### src/rtl/lpc_cycle_decoder.sv
// ---------------------------------------------------------------------------
// lpc_cycle_decoder
// Passive LPC bus monitor. Follows LFRAME#/LAD[3:0] through the I/O and TPM
// cycle phases and emits one registered record per completed cycle.
//
// Ports
//   clk          LPC clock, all logic on its rising edge
//   reset        synchronous active-high reset
//   lpc_frame_n  LFRAME#, active low
//   lpc_lad      LAD[3:0]
//   cycle_valid  one-clock pulse, record outputs valid while high
//   cycle_write  1 = host write, 0 = read
//   cycle_tpm    1 = TPM start code (0101), 0 = LPC start code (0000)
//   cycle_addr   16-bit cycle address
//   cycle_data   data byte
//   sync_error   one-clock pulse on SYNC error nibble or SYNC wait timeout
// ---------------------------------------------------------------------------
`timescale 1ns/1ps
module lpc_cycle_decoder #(
  parameter logic [15:0] ADDR_LO      = 16'h0000,
  parameter logic [15:0] ADDR_HI      = 16'hFFFF,
  parameter int          SYNC_TIMEOUT = 16
) (
  input  logic        clk,
  input  logic        reset,
  input  logic        lpc_frame_n,
  input  logic [3:0]  lpc_lad,
  output logic        cycle_valid,
  output logic        cycle_write,
  output logic        cycle_tpm,
  output logic [15:0] cycle_addr,
  output logic [7:0]  cycle_data,
  output logic        sync_error
);

  localparam int              WW        = $clog2(SYNC_TIMEOUT + 1);
  localparam logic [WW-1:0]   WAIT_LAST = WW'(SYNC_TIMEOUT - 1);

  typedef enum logic [2:0] {IDLE, START, CYCTYPE, ADDR, WDATA, TAR1, SYNC, RDATA} state_t;

  state_t        state_reg, state_next, phase;
  logic [3:0]    start_reg, start_next;
  logic          write_reg, write_next;
  logic [15:0]   addr_reg, addr_next;
  logic [7:0]    data_reg, data_next;
  logic [1:0]    nib_cnt_reg, nib_cnt_next;
  logic [WW-1:0] wait_cnt_reg, wait_cnt_next;
  logic          emit, err, in_range, is_wait;
  logic [16:0]   diff_lo, diff_hi;

  // Range check via borrow bits so the default full-range window does not
  // degenerate into constant comparisons.
  assign diff_lo  = {1'b0, addr_reg} - {1'b0, ADDR_LO};
  assign diff_hi  = {1'b0, ADDR_HI} - {1'b0, addr_reg};
  assign in_range = ~diff_lo[16] & ~diff_hi[16];
  assign is_wait  = (lpc_lad == 4'b0101) || (lpc_lad == 4'b0110);

  // The clock that ends LFRAME# already carries the cycle-type nibble, so the
  // START state with LFRAME# high is decoded as the CYCTYPE phase.
  always_comb begin
    phase = state_reg;
    if (state_reg == START && lpc_frame_n) phase = CYCTYPE;
  end

  // State register and datapath registers
  always_ff @(posedge clk) begin
    if (reset) begin
      state_reg    <= IDLE;
      start_reg    <= 4'h0;
      write_reg    <= 1'b0;
      addr_reg     <= 16'h0000;
      data_reg     <= 8'h00;
      nib_cnt_reg  <= 2'd0;
      wait_cnt_reg <= '0;
    end else begin
      state_reg    <= state_next;
      start_reg    <= start_next;
      write_reg    <= write_next;
      addr_reg     <= addr_next;
      data_reg     <= data_next;
      nib_cnt_reg  <= nib_cnt_next;
      wait_cnt_reg <= wait_cnt_next;
    end
  end

  // Next-state logic
  always_comb begin
    state_next    = state_reg;
    start_next    = start_reg;
    write_next    = write_reg;
    addr_next     = addr_reg;
    data_next     = data_reg;
    nib_cnt_next  = nib_cnt_reg;
    wait_cnt_next = wait_cnt_reg;
    if (!lpc_frame_n) begin
      // Any LFRAME# low restarts; the last nibble seen while low wins.
      state_next = START;
      start_next = lpc_lad;
    end else begin
      case (phase)
        IDLE: ;
        CYCTYPE: begin
          if ((start_reg == 4'b0000 || start_reg == 4'b0101) && lpc_lad[3:2] == 2'b00) begin
            write_next   = lpc_lad[1];
            nib_cnt_next = 2'd0;
            state_next   = ADDR;
          end else begin
            state_next = IDLE;
          end
        end
        ADDR: begin
          addr_next    = {addr_reg[11:0], lpc_lad};
          nib_cnt_next = nib_cnt_reg + 2'd1;
          if (nib_cnt_reg == 2'd3) state_next = write_reg ? WDATA : TAR1;
        end
        WDATA: begin
          data_next    = {lpc_lad, data_reg[7:4]};   // low nibble arrives first
          nib_cnt_next = nib_cnt_reg + 2'd1;
          if (nib_cnt_reg == 2'd1) begin
            nib_cnt_next = 2'd0;
            state_next   = TAR1;
          end
        end
        TAR1: begin
          nib_cnt_next = nib_cnt_reg + 2'd1;
          if (nib_cnt_reg == 2'd1) begin
            nib_cnt_next  = 2'd0;
            wait_cnt_next = '0;
            state_next    = SYNC;
          end
        end
        SYNC: begin
          if (lpc_lad == 4'b0000) begin
            nib_cnt_next = 2'd0;
            state_next   = write_reg ? IDLE : RDATA;
          end else if (is_wait) begin
            if (wait_cnt_reg == WAIT_LAST) state_next = IDLE;
            else wait_cnt_next = wait_cnt_reg + 1'b1;
          end else begin
            state_next = IDLE;
          end
        end
        RDATA: begin
          data_next    = {lpc_lad, data_reg[7:4]};
          nib_cnt_next = nib_cnt_reg + 2'd1;
          if (nib_cnt_reg == 2'd1) state_next = IDLE;
        end
        default: state_next = IDLE;
      endcase
    end
  end

  // Output decode: completion and error events for this clock
  always_comb begin
    emit = 1'b0;
    err  = 1'b0;
    if (lpc_frame_n) begin
      case (phase)
        SYNC: begin
          if (lpc_lad == 4'b0000 && write_reg) emit = in_range;
          if (lpc_lad == 4'b1010) err = 1'b1;
          if (is_wait && wait_cnt_reg == WAIT_LAST) err = 1'b1;
        end
        RDATA: if (nib_cnt_reg == 2'd1) emit = in_range;
        default: ;
      endcase
    end
  end

  // Registered record; fields hold until the next emission
  always_ff @(posedge clk) begin
    if (reset) begin
      cycle_valid <= 1'b0;
      sync_error  <= 1'b0;
      cycle_write <= 1'b0;
      cycle_tpm   <= 1'b0;
      cycle_addr  <= 16'h0000;
      cycle_data  <= 8'h00;
    end else begin
      cycle_valid <= emit;
      sync_error  <= err;
      if (emit) begin
        cycle_write <= write_reg;
        cycle_tpm   <= (start_reg == 4'b0101);
        cycle_addr  <= addr_reg;
        cycle_data  <= data_next;
      end
    end
  end

endmodule

### config.mk
export PLATFORM = sky130hd
export DESIGN_NAME = lpc_cycle_decoder
export DESIGN_NICKNAME = d
export VERILOG_FILES = /design/src/rtl/lpc_cycle_decoder.sv
export SDC_FILE = /design/constraint.sdc
export NUM_CORES = 1
export LEC_CHECK = 0
export BUFFER_PORTS_ARGS = -buffer_cell sky130_fd_sc_hd__buf_2
export CORE_AREA = 2 2 76 78
export CTS_CLUSTER_DIAMETER = 120
export DETAILED_ROUTE_END_ITERATION = 16
export DIE_AREA = 0 0 78 80
export PLACE_DENSITY_LB_ADDON = 0.1
export SLEW_MARGIN = 20
export SYNTH_ARGS = -nofsm -noshare
export SYNTH_HDL_FRONTEND = slang
export SYNTH_SLANG_ARGS = --single-unit
### constraint.sdc
create_clock -name clk -period 2.5 [get_ports clk]
set_input_delay 0.25 -clock clk [delete_from_list [all_inputs] [get_ports clk]]
set_output_delay 0.25 -clock clk [all_outputs]
set_load 0.005 [all_outputs]
# Yosys cells after proc, flatten, opt, wreduce, memory -nomap -nowiden
# Index checks and enable logic that the tools add are counted.
[word_totals]
ff_bits = 67
latchBits = 0
ramBits = 0
mem_bits_ro = 0
output_inout_bits = 28
wordCells = 104
n_memories = 0
[classes]
addsub = 3
mul = 0
n_div = 0
magnitude_cmp = 0
eq_ne = 30
shift = 0
muxes = 30
n_bitwise = 4
n_reduce_logical = 23
[op_table]
columns = ["cell", "n"]
rows = [
  ["$mux W3", 9],
  ["$pmux W3 S7", 1],
  ["$mux W5", 4],
  ["$ne A2 B2 Y1 const B", 10],
  ["$reduce_and A6 Y1", 3],
  ["$sub A16 B16 Y17 const A", 1],
  ["$mux W8", 2],
  ["$eq A3 B3 Y1 const B", 4],
  ["$eq A4 B3 Y1 const B", 3],
  ["$ne A3 B3 Y1 const B", 4],
  ["$pmux W5 S2", 1],
  ["$logic_not A4 Y1", 2],
  ["$mux W2", 4],
  ["$pmux W2 S4", 1],
  ["$reduce_or A2 Y1", 4],
  ["$mux W1", 7],
  ["$eq A3 B2 Y1 const B", 2],
  ["$add A5 B1 Y5 const B", 1],
  ["$eq A5 B4 Y1 const B", 1],
  ["$ne A5 B5 Y1 const B", 1],
  ["$eq A4 B4 Y1 const B", 1],
  ["$logic_and A1 B1 Y1", 4],
  ["$ne A4 B4 Y1 const B", 1],
  ["$not A1 Y1", 4],
  ["other kinds (14)", 15],
]

# Logic depth before layout (Yosys ltp)
[depth]
word_depth = 7
mapped_depth = 7
depth_no_buf = 7

# Worst setup path before layout
# No wires, ideal clock.
[synth_path]
path_kind = "reg-to-reg"
from = "reg wait_cnt_reg[0]"
to = "reg wait_cnt_reg[3]"
setup_time_ns = 0.070
arrival_time_ns = 1.930
path_slack_ns = 0.500
path_stages_with_launch = 8
period_less_slack_ns = 2.000
cell_sequence = "dfxtp_1 > ha_1 > and3_1 > ha_1 > nor3b_4 > nand4_2 > or4b_1 > a21oi_1"
[synth_via]
elab_chain_len = 5
word_cells_on_any_way = 8
cone_classes = "1 x add/sub; 2 x eq/ne; 4 x mux; 1 x reduce/logical"
[synth_lines]
columns = ["element", "line_no", "rtl"]
rows = [
  ["from (decl)", "47", "logic [WW-1:0] wait_cnt_reg, wait_cnt_next;"],
  ["from (signal assigned)", "82", "wait_cnt_reg <= wait_cnt_next;"],
  ["$add A5 B1 Y5", "138", "else wait_cnt_next = wait_cnt_reg + 1'b1;"],
  ["$mux W5", "137", "if (wait_cnt_reg == WAIT_LAST) state_next = IDLE;"],
  ["$mux W5", "136", "end else if (is_wait) begin"],
  ["$mux W5", "133", "if (lpc_lad == 4'b0000) begin"],
  ["$pmux W5 S2", "100", "case (phase)"],
]
# Parallel ways exist; a longest one is shown, timed or not. The select of a mux whose other input is x is not followed.
# A chain may end at the register's enable or synchronous reset.

# Final worst setup path
[layout_path]
from = "reg wait_cnt_reg[0]"
to = "reg wait_cnt_reg[0]"
# Same word-level chain as after synthesis.

==> results summary <==
In this run the critical register-to-register path is launched from wait_cnt_reg[0]. The async set-reset flop share out of synthesis came out at 0%. In this run the biggest area consumer among cell types represents 43.7% of the synthesized area. In the synthesized netlist the dominant register cell turns out to be dfxtp_1.

The clock period minus final worst setup slack came out at 2.20 ns. The number of vias in the routed layout came out at 2,664. The die is 80 um tall.

The path with the worst hold slack has its endpoint at addr_reg[0]. The final instance count without filler cells is 459. Once the floorplan was initialized, standard cells occupied 56.8% of the core. The worst setup path is captured at a register.

The final-layout fill cell count came out at 508. The most prevalent standard cell on the critical path is ha_1. The critical path goes through ha_1 > and3_1 > ha_1 > nor3b_4 > a32oi_1 > or4_1 > a21oi_1.

The cell family contributing the most delay on the critical path is simple AND/OR/NAND/NOR gates. The cell depth of the worst hold path came out at 3. Leaving out fill and tap cells, the most frequent cell in the layout is dfxtp_1. The maximum cell stage delay along the critical path is 0.51 ns. The setup TNS after final layout came out at 0 ns. STA puts the critical path data required time at 2.77 ns. The post-route standard cell area excluding fillers came out at 3460 um2. Across the run, the number of max-cap violations was 0. The synthesized design spends more area on one cell type than any other, namely dfxtp_1.

Setup violations remaining at the end of the flow were counted as 0. The beginning of the worst hold path is lpc_lad[0]. Entering global routing, the biggest net connects 67 pins. The number of input and output port buffers inserted is 34. The detailed placement HPWL is 4410 um. The summed instance area of the synthesized netlist came out at 3070 um2. In the post-synthesis netlist, the biggest area contributors are dfxtp_1, a21oi_1, nand2_1. The via count of the first global-routing pass was 2,420. The net count of the finished layout is 395.

The multi-input combinational cell area is 1560 um2. The switching portion of total power came out at 23.1%. Dividing the synthesized area by the synthesized cell count gives 8.60 um2. The detail-routed net length per standard cell is 14.7 um. The remaining global-route overflow is 0. The initial antenna violation count is 0. The total global routing track utilization came out at 22.9%. The placed standard-cell area is 3270 um2.

Relative to the synthesized area, the layout overhead comes to 12.8%. The number of buffers inserted by post-CTS setup repair came out at 0. The clock insertion delay at the later pin of the skew report is 0.34 ns.

The internal power of the cells is 1.59 mW. In the routed layout, each cell is associated on average with a via count of 5.80. The number of CTS-inserted buffers came out at 9. STA classifies the critical path startpoint as a register. After synthesis, the netlist uses 55 different library cells. The worst register-to-register path ends at wait_cnt_reg[0]. The floorplan step defined a core boundary enclosing 5410 um2. The wire length after detailed routing is 6770 um. The sequential share of power is 52.4%. The number of cells upsized or downsized after cts is 0. In this run the horizontal extent of the chip is 78 um. The number of pins with negative max-slew slack in the final report is 0. The post-route DRC violation count is 0. The worst hold slack came out at 0.242 ns. The count of antenna-violating nets left after detailed routing came out at 0. The depth of the worst register-to-register path is 7. The relative slew slack came out at 54.7%.

The I/O pin count is 35. The number of nets produced by synthesis came out at 369. The worst endpoint data arrival time is 2.46 ns. The number of buffer and inverter stages on the critical path is 0. Leaving out fill and tap cells, the most frequent cells in the layout are dfxtp_1, a21oi_1, nand2_1.

The number of iterations in the first detailed-routing pass came out at 4. The post-synthesis sequential element count came out at 67. The post-placement cell count came out at 444. The die covers 6240 um2. On the critical path, the stage with the largest delay is an instance of or4_1. The count of synthesis-stage warnings from yosys came out at 0. The number of hold buffers added after cts came out at 0. The diode insertion count for antenna repair came out at 0. The power density of the placed cells came out at 596 nW/um2. Of the cells placed in the final design, the portion with a size suffix greater than 1 is 18.1%. The number of standard-cell rows in the floorplan came out at 27. Once routing completed, OpenROAD measured the worst setup slack at 0.303 ns. The sequential fraction of the synthesis area came out at 43.7%. The transition time at the pin with the least slew margin is 0.679 ns. The maximum clock skew at final layout came out at 0.00894 ns. The final hold violation count came out at 0. Synthesis handed over a netlist of 357 instances. The setup slack after placement came out at 0.330 ns. The part of the power in the clock network came out at 42.5%. Clock tree synthesis selected as its root buffer the cell clkbuf_8.

The combinational share of power came out at 5.1%. The leakage dissipation came out at 1.26 nW. The clock sink count is 67. The maximum vdd ir drop came out at 0.376 mV. The reg2reg setup slack is 0.30 ns.

The congestion estimate from routability-driven global placement came to 0.875. The flow ran to the end, and the final reports show no timing, DRC or antenna violations. Derived from the worst setup path, the maximum achievable clock frequency is 455 MHz. The number of DRC markers in iteration 0 came out at 184. Clock-pin slew was measured on the worst setup and hold paths at 0.07 ns.

Counting flops with a built-in enable in the synthesized netlist gives 0. In this run the worst hold path is classified as in2reg. The first-pass GRT wire length came out at 11,400 um.

The total power draw came out at 2.06 mW. The H-tree level count is 3. The sequential cell area in the final layout is 1340 um2. The maximum clock path buffer count is 2.

The TritonCTS clock tree is yes. The switching power total came out at 0.477 mW. Setup repair after global routing left no endpoint under its margin. The category of the critical setup timing path is reg2reg. The maximum net fanout on the critical path is 5. The post-route clock period utilization came out at 87.9%. The end-of-flow core utilization came out at 64.1%.
## how the worst max path moves through the flow
stage	startpoint	to	slack, ns	cells after the start
3_3_place_gp	wait_cnt_reg[0]	wait_cnt_reg[3]	0.42	7
2_1_floorplan	wait_cnt_reg[0]	wait_cnt_reg[3]	0.50	7
6_report	wait_cnt_reg[0]	wait_cnt_reg[0]	0.30	7
4_1_cts	wait_cnt_reg[0]	wait_cnt_reg[0]	0.31	7
3_5_place_dp	wait_cnt_reg[0]	wait_cnt_reg[0]	0.33	7
5_1_grt	wait_cnt_reg[0]	wait_cnt_reg[3]	0.17	7
## cell families after synthesis
kind of cell | Yosys count | share of synthesized area (%)
compound gates | 106 | 20.7
xor+xnor | 3 | 1.10
fa+ha+maj | 5 | 2.04
buf+inv | 37 | 5.58
flops | 67 | 43.7
mux | 14 | 4.56
simple gates | 125 | 22.4
## area by class of cell
class                      instances  area share, %
sequential                        67           38.7
multi-input combinational        253           45.0
timing repair buffer              46           7.51
clock buffer                      10           3.97
clock inverter                     5           1.55
inverter                           6          0.650
tap                               72           2.60
## Yosys cell counts (all sizes together), types with 5 or more instances
cell	count
nor3	5
inv	6
nor2b	6
mux2i	14
nand2	39
a21oi	50
o21ai	21
nand3	23
clkbuf	18
nor2	19
ha	5
buf	13
a211oi	12
dfxtp	67
nand2b	6
nand4	6
## power by group through the flow
stage | Combinational [mW] | Clock (mW) | Sequential [mW]
2_1_floorplan | 0.0861 | 0 | 1.10
3_3_place_gp | 0.102 | 0 | 1.11
3_5_place_dp | 0.104 | 0 | 1.11
4_1_cts | 0.104 | 0.902 | 1.08
5_1_grt | 0.115 | 0.942 | 1.08
6_report | 0.105 | 0.877 | 1.08
## worst min-delay path, cell delays in order
cell,delay [ns]
buf_2,0.16
nand2_1,0.07
a21oi_1,0.05
## layer usage
layer / GRT usage, % / routed length [um] / part of all wire, % / vias to the layer above
li1: - / - / - / 1331
met1: 31.5 / 3310 / 49 / 1268
met2: 35.3 / 3080 / 46 / 60
met3: 5.20 / 303 / 4.5 / 5
met4: 8.42 / 70 / 1.0 / 0
met5: 0 / 0 / 0 / -
No activity file was read; power rests on OpenSTA's default activity.
